**config.mk**
```make
export PLATFORM = sky130hd
export DESIGN_NAME = coef_entry_ctrl
export DESIGN_NICKNAME = d
export VERILOG_FILES = /design/src/rtl/coef_entry_ctrl.sv
export SDC_FILE = /design/constraint.sdc
export NUM_CORES = 1
export LEC_CHECK = 0
export CORE_ASPECT_RATIO = 0.5
export CORE_UTILIZATION = 31
export DETAILED_ROUTE_END_ITERATION = 8
export GPL_ROUTABILITY_DRIVEN = 0
export PLACE_DENSITY_LB_ADDON = 0.05
export SYNTH_ARGS = -nofsm -noshare
export SYNTH_HDL_FRONTEND = slang
export SYNTH_SLANG_ARGS = --single-unit
```
**constraint.sdc**
```tcl
create_clock -name i_clk -period 12.2 [get_ports i_clk]
set_clock_uncertainty 0.1 [all_clocks]
set_input_delay 3.05 -clock i_clk [delete_from_list [all_inputs] [get_ports i_clk]]
set_output_delay 3.05 -clock i_clk [all_outputs]
set_load 0.005 [all_outputs]
```
**src/rtl/coef_entry_ctrl.sv**
```systemverilog
// coef_entry_ctrl: keypad-driven BCD coefficient editor with sequential BCD<->binary SAVE/LOAD engines.
// Define COEF_ENTRY_WRAP_EN to make left/right navigation wrap around at the ends of the coefficient list.
module coef_entry_ctrl #(
   parameter int NUM_COEFS  = 5,
   parameter int NUM_DIGITS = 5,
   parameter int COEF_W     = 32,
   parameter int PAN_W      = 12,
   parameter int PAN_INIT   = 400,
   parameter int PAN_STEP   = 10
) (
   input  logic                          i_clk,
   input  logic                          i_rst_n,
   input  logic                          i_key_dig_v,
   input  logic [3:0]                    i_key_dig,
   input  logic                          i_key_del,
   input  logic                          i_key_sign,
   input  logic                          i_key_left,
   input  logic                          i_key_right,
   input  logic                          i_key_mode,
   output logic [4*NUM_DIGITS-1:0]       o_digits,
   output logic                          o_sign_neg,
   output logic [$clog2(NUM_COEFS)-1:0]  o_cur_idx,
   output logic [COEF_W*NUM_COEFS-1:0]   o_coefs,
   output logic                          o_graph_mode,
   output logic [PAN_W-1:0]              o_pan_x,
   output logic                          o_busy
);
   localparam int IW = $clog2(NUM_COEFS);
   localparam int DW = 4 * NUM_DIGITS;
   localparam int CW = $clog2(NUM_DIGITS + 1);
   localparam logic [IW-1:0] LAST = IW'(NUM_COEFS - 1);
   localparam logic [COEF_W-1:0] TEN = COEF_W'(10);

   typedef enum logic [1:0] {S_EDIT, S_SAVE, S_LOAD} state_t;

   state_t                    r_state;
   logic [DW-1:0]             r_digits;
   logic                      r_sign;
   logic [IW-1:0]             r_idx;
   logic [IW-1:0]             r_tgt;
   logic                      r_tog;
   logic signed [COEF_W-1:0]  r_coefs [NUM_COEFS];
   logic                      r_graph;
   logic [PAN_W-1:0]          r_pan;
   logic [COEF_W-1:0]         r_acc;
   logic [CW-1:0]             r_cnt;

   logic [3:0]                w_sdig;
   logic [3:0]                w_mdig;
   logic [COEF_W-1:0]         w_acc_nx;
   logic                      w_last;
   logic signed [COEF_W-1:0]  w_ld_coef;
   logic                      w_ld_neg;
   logic [COEF_W-1:0]         w_ld_mag;
   logic                      w_can_l;
   logic                      w_can_r;
   logic [IW-1:0]             w_tgt_l;
   logic [IW-1:0]             w_tgt_r;

   // SAVE walks digits MSD first; r_acc doubles as the LOAD magnitude register
   assign w_sdig    = r_digits[4*(NUM_DIGITS-1-int'(r_cnt)) +: 4];
   assign w_acc_nx  = r_acc * TEN + COEF_W'(w_sdig);
   assign w_mdig    = 4'(r_acc % TEN);
   assign w_last    = r_cnt == CW'(NUM_DIGITS - 1);
   assign w_ld_coef = r_coefs[r_tgt];
   assign w_ld_neg  = w_ld_coef[COEF_W-1];
   assign w_ld_mag  = w_ld_neg ? COEF_W'(-w_ld_coef) : COEF_W'(w_ld_coef);

`ifdef COEF_ENTRY_WRAP_EN
   assign w_can_l = 1'b1;
   assign w_can_r = 1'b1;
   assign w_tgt_l = (r_idx == '0) ? LAST : r_idx - IW'(1);
   assign w_tgt_r = (r_idx == LAST) ? '0 : r_idx + IW'(1);
`else
   assign w_can_l = r_idx != '0;
   assign w_can_r = r_idx != LAST;
   assign w_tgt_l = r_idx - IW'(1);
   assign w_tgt_r = r_idx + IW'(1);
`endif

   always_ff @(posedge i_clk or negedge i_rst_n) begin
      if (!i_rst_n) begin
         r_state  <= S_EDIT;
         r_digits <= '0;
         r_sign   <= 1'b0;
         r_idx    <= '0;
         r_tgt    <= '0;
         r_tog    <= 1'b0;
         r_graph  <= 1'b0;
         r_pan    <= PAN_W'(PAN_INIT);
         r_acc    <= '0;
         r_cnt    <= '0;
         for (int k = 0; k < NUM_COEFS; k++) r_coefs[k] <= '0;
      end else begin
         case (r_state)
            S_EDIT: begin
               r_acc <= '0;
               r_cnt <= '0;
               if (i_key_mode) begin
                  if (r_graph) r_graph <= 1'b0;
                  else begin
                     r_tog   <= 1'b1;
                     r_state <= S_SAVE;
                  end
               end else if (i_key_left) begin
                  if (r_graph) r_pan <= r_pan + PAN_W'(PAN_STEP);
                  else if (w_can_l) begin
                     r_tog   <= 1'b0;
                     r_tgt   <= w_tgt_l;
                     r_state <= S_SAVE;
                  end
               end else if (i_key_right) begin
                  if (r_graph) r_pan <= r_pan - PAN_W'(PAN_STEP);
                  else if (w_can_r) begin
                     r_tog   <= 1'b0;
                     r_tgt   <= w_tgt_r;
                     r_state <= S_SAVE;
                  end
               end else if (!r_graph) begin
                  if (i_key_sign) r_sign <= ~r_sign;
                  else if (i_key_del) r_digits <= r_digits >> 4;
                  else if (i_key_dig_v && i_key_dig <= 4'd9 && r_digits[DW-1 -: 4] == 4'd0)
                     r_digits <= (r_digits << 4) | DW'(i_key_dig);
               end
            end
            S_SAVE: begin
               r_acc <= w_acc_nx;
               r_cnt <= r_cnt + CW'(1);
               if (w_last) begin
                  r_coefs[r_idx] <= r_sign ? -w_acc_nx : w_acc_nx;
                  r_cnt          <= '0;
                  if (r_tog) begin
                     r_graph <= 1'b1;
                     r_state <= S_EDIT;
                  end else begin
                     r_idx   <= r_tgt;
                     r_acc   <= w_ld_mag;
                     r_sign  <= w_ld_neg;
                     r_state <= S_LOAD;
                  end
               end
            end
            S_LOAD: begin
               // shift in from the top so the first remainder lands at digit 0 after NUM_DIGITS steps
               r_digits <= (r_digits >> 4) | (DW'(w_mdig) << (DW - 4));
               r_acc    <= r_acc / TEN;
               r_cnt    <= r_cnt + CW'(1);
               if (w_last) r_state <= S_EDIT;
            end
            default: r_state <= S_EDIT;
         endcase
      end
   end

   for (genvar k = 0; k < NUM_COEFS; k++) begin : g_out
      assign o_coefs[k*COEF_W +: COEF_W] = r_coefs[k];
   end

   assign o_digits     = r_digits;
   assign o_sign_neg   = r_sign;
   assign o_cur_idx    = r_idx;
   assign o_graph_mode = r_graph;
   assign o_pan_x      = r_pan;
   assign o_busy       = r_state != S_EDIT;
endmodule

```
After elaboration in Yosys (flattened, before gate mapping)
Index checks and enable logic that the tools add are counted.

cells by class
  divide/modulo/power cells = 2
  multipliers = 1
  add/subtract/negate cells = 9
  multiplexer cells = 63
  shift operators = 1
  reduce and logical (&&, ||, !) cells = 23
  bitwise gates (word level) = 8
  order comparisons = 4
  equality and inequality tests = 21

operators by type and width
  cell                   number
  $mux 32                7
  $bwmux 160             1
  $mux 20                7
  $bmux 32 s3            1
  $demux 32 s3           1
  $pmux 32 s3            1
  $neg 32->32            2
  $mux 12                4
  $pmux 20 s2            1
  $add 32x4->32          1
  $div 32x4->32 const B  1
  $mod 32x4->32 const B  1
  $mul 32x3->31 const B  1
  $mux 2                 11
  $ne 2x2->1 const B     11
  $mux 3                 7
  $or 16x20->20          1
  $or 20x4->20           1
  $shiftx 20x6->4        1
  $mux 1                 18
  $add 12x4->12 const B  1
  $ne 4x4->1 const B     3
  $reduce_and 6->1       2
  $reduce_bool 3->1      4
  28 further kinds       43

word-level totals
  register bits after elaboration = 238
  output and inout bits = 198
  bits of input ports = 12
  word-level logic and storage cells = 147

Longest topological paths before layout
  word-level depth = 11
  gate-level depth with buffers = 48
  mapped depth without buffers = 38

Worst setup path after synthesis
Ideal clock, no wire load.

  kind = register to register
  start = register r_acc[30]
  end = register r_digits[17] (netlist: o_digits[17])
  library setup time = 0.082 ns
  path buffers = 8
  required time = 12.018 ns
  clock period less this slack = 10.958 ns
  data arrival time = 10.776 ns
  slack = 1.242 ns
  stages on the path, launching flop included = 46
  cells stage by stage = dfrtp_1 buf_4 or3b_1 a31oi_2 a211o_2 buf_2 a31oi_1 or3_1 and3_1 or3_1 a21oi_2 or2_1 buf_2 o32ai_2 a2111oi_4 mux2_1 o32a_1 nand4_1 (+10 left out) o2111a_1 a41o_1 or2_0 buf_2 o31a_1 and4_4 a311o_1 buf_4 mux2i_1 nor4_4 nor3_1 o311ai_2 nand3_2 xnor2_1 a311o_1 or3_1 a21o_1 a31oi_1

between the ends
  word-level cells in the longest chain between the ends = 3

ends and longest elaborated chain
  element                 line  text
  start, declared         45    logic [COEF_W-1:0] r_acc;
  start signal, assigned  127   r_acc <= w_acc_nx;
  start signal, assigned  137   r_acc <= w_ld_mag;
  start signal, assigned  146   r_acc <= r_acc / TEN;
  $mod 32x4->32           63    assign w_mdig = 4'(r_acc % TEN);
  $or 16x20->20           145   r_digits <= (r_digits >> 4) | (DW'(w_mdig) << (DW - 4));
  $pmux 20 s2             95    case (r_state)
  end signal, assigned    121   else if (i_key_del) r_digits <= r_digits >> 4;
  end signal, assigned    123   r_digits <= (r_digits << 4) | DW'(i_key_dig);
  end signal, assigned    145
  end, declared           37    logic [DW-1:0] r_digits;

No other way between the ends.
A chain may end at the register's enable or synchronous reset.

Worst setup path after layout
Same ends and word-level chain as after synthesis.

==> metrics <==
nets between 2k and 3k; CTS tree done; drt initial violations approximately 1.3k; WHS 375 ps; clock sink total 237; gr ovfl total 0; Final ANT Viol Nets 0; CP max stage cell or4bb_1; gr usage total 0.216; largest net degree at the start of global routing approximately 110; # IOs between 200 and 250; fin. max-slew vios 0; fin worst setup slack 571 ps; Area growth, synth to finish 23.5%; f_max around 86 MHz; Initial Util 0.318; Post-synth EDFFs 0; Placeable Area about 62,000 sq um; Critical Path Max Stage Delay about 570 ps; Critical Setup Path Class flop to flop; share of cells above drive strength 1 0.167; Clock Path Buffers 3; post-synth top area share 0.297; Synth area leader dfrtp_1; Lkg Pwr approximately 11 nW; Place WS about 130 ps; die area 64,700 sq um; drt total wl 72.2 mm; Mean Syn Cell Area 8.62 sq um; FP Rows 64; Final min period around 12,000 ps; clock-pin slew on the worst setup and hold paths 70 ps; WL/cell between 20 and 25 microns; # H-tree levels 1; sequential cell area 5940 sq um; first-pass GRT wire length about 110 mm; vias per cell around 5.5; die height 180 microns; Cells after Synth between 2k and 2.5k; status complete, no violations; VDD IR-drop max about 0.0004 V; Crit path arrival time 12,030 ps; vias in the first global route ~17k; Remaining DRCs 0; PwrDens about 350 nW/um^2; port bufs approximately 210; total negative slack 0 ps; Async SR Flop Fraction 1.00; #FFs+latches synth 237; vias between 15k and 20k; Setup crit end kind flop; HPWL Detailed about 52 mm; Num CTS Buffers 27; Worst Tran Pin Value 1150 ps; Critical Path Fanout Max 13; Max Cap Viol 0; Post-synth top cells 234 x dfrtp_1, 209 x nand2_1, 175 x nor2_1; most common cell in the synthesized netlist dfrtp_1; clk root buf clkbuf_16; mapped cell area just under 20,000 sq um; Synth Warn # 0; Die Span X roughly 360 microns; fill count ~6.3k; Area contributors post-synth dfrtp_1 30%, mux2_2 8.1%, mux2i_1 4.9%, ha_1 4.8%, o21ai_0 4.2%; Clk Latency, worst-skew pair slightly below 600 ps; cts hold-fix bufs 0; Req. time, crit path between 10,000 and 15,000 ps; # setup viols final 0; fin crit share 0.953; antenna violations before repair 1; CP Launch Type flop; final hold violations 0; ANT cells 0; DRT Pass-1 Iters 6; Worst Hold Class flop to flop; Synth cell types 116; worst rel slew slack 0.230; ys flop type dfrtp_1; register area share after synthesis 0.301; combined area of the multi-input logic cells 13,100 sq um; syn nets 2,382
## area by class of cell
class,instances,area share
multi-input cells,1815,0.538
repair buffers,328,0.123
flip-flops and latches,237,0.244
inverters,85,0.0131
well taps,825,0.0424
clock buffers,37,0.0326
clock inverters,13,0.00678
## placed cells by master (no fill, tap or decap), types with 8 or more instances in the layout
master	synthesis	layout
a211oi_1	27	25
a21o_1	19	19
a21oi_1	161	161
a22oi_1	13	13
a31oi_1	25	25
and2_1	10	11
and3_1	25	24
buf_4	9	117
clkbuf_16	0	27
clkbuf_8	0	8
clkdlybuf4s50_1	0	207
dfrtp_1	234	227
ha_1	76	76
inv_1	80	80
mux2_2	142	142
mux2i_1	97	97
nand2_1	209	206
nand2b_1	27	27
nand3_1	55	53
nand4_1	19	19
nor2_1	175	172
nor3_1	52	49
nor4_1	14	11
o211ai_1	35	35
o21ai_0	164	163
o21bai_1	32	32
o221ai_1	15	15
o22ai_1	14	13
o31a_1	8	8
o31ai_1	15	13
or3_1	13	13
or4_1	9	8
xnor2_1	91	90
xor2_1	54	54
## worst max-delay path: cells and delay by family (launching register included)
kind / cells / cell delay (ps)
compound gates: 20 / 4690
xor+xnor: 1 / 170
buf+inv: 4 / 760
flops: 1 / 500
mux: 2 / 430
simple gates: 15 / 4860
## worst paths after layout
kind | slack (ps) | to | from | cells after the start
worst max-delay path | 570 | o_digits[17]$_DFFE_PN0P_ | r_acc[30]$_DFFE_PN0P_ | 42
min in group asynchronous | 2430 | o_pan_x[5]$_DFFE_PN0P_ | i_rst_n | 1
worst min-delay path | 370 | o_pan_x[11]$_DFFE_PN0P_ | o_pan_x[11]$_DFFE_PN0P_ | 1
max in group asynchronous | 7960 | r_acc[27]$_DFFE_PN0P_ | i_rst_n | 2
worst min register to register | 370 | o_pan_x[11]$_DFFE_PN0P_ | o_pan_x[11]$_DFFE_PN0P_ | 1
worst max register to register | 570 | o_digits[17]$_DFFE_PN0P_ | r_acc[30]$_DFFE_PN0P_ | 42
## layer usage
layer,GRT usage,wire length (microns),vias up
met1,0.331,37100,8991
li1,-,-,8822
met2,0.322,30600,372
met3,0.0338,3490,61
met5,0,0,-
met4,0.0318,991,0
## stage by stage
step | area (sq um) | utilization | power (mW) | std cells
floorplan | 19700 | - | 4.98 | 2290
global placement | 23000 | 0.371 | 7.40 | 3270
detailed placement | 23000 | 0.371 | 7.34 | 3270
CTS | 24000 | 0.387 | 8.29 | 3320
global route | 24400 | 0.393 | 9.26 | 3340
finish | 24400 | 0.393 | 8.59 | 3340
## cells by family (layout without fill, tap and decap cells)
| logic type | count (synthesis) | after routing | share of synthesized area |
|---|---|---|---|
| XOR/XNOR | 145 | 145 | 0.0643 |
| flip-flops | 237 | 237 | 0.301 |
| other | 1 | 1 | 0.000190 |
| multiplexers | 247 | 247 | 0.138 |
| adder cells (fa/ha/maj) | 82 | 82 | 0.0532 |
| AND/OR/NAND/NOR | 668 | 668 | 0.164 |
| AO/OA/AOI/OAI | 672 | 672 | 0.230 |
| buffers and inverters | 238 | 463 | 0.0490 |
## repair_timing
| item | CTS | global route |
|---|---|---|
| buffers inserted | 0 | 19 |
| hold endpoints to repair | 0 | 0 |
| resized for setup | 0 | 55 |
| setup endpoints to repair | 0 | 6 |
## sequential cells by signal (all words and copies together), names as in the netlist
register	flops
o_coefs	160
r_tgt	3
o_pan_x	11
r_tog	1
o_cur_idx	3
r_cnt	3
r_state	2
o_sign_neg	1
r_acc	32
o_graph_mode	1
o_digits	20
## where the power goes
part / total, mW / switching [mW] / internal (mW)
clock network: 0.892 / 0.371 / 0.521
registers: 1.09 / 0.190 / 0.902
logic: 6.60 / 3.69 / 2.92
(Power assumes the default switching activity.)
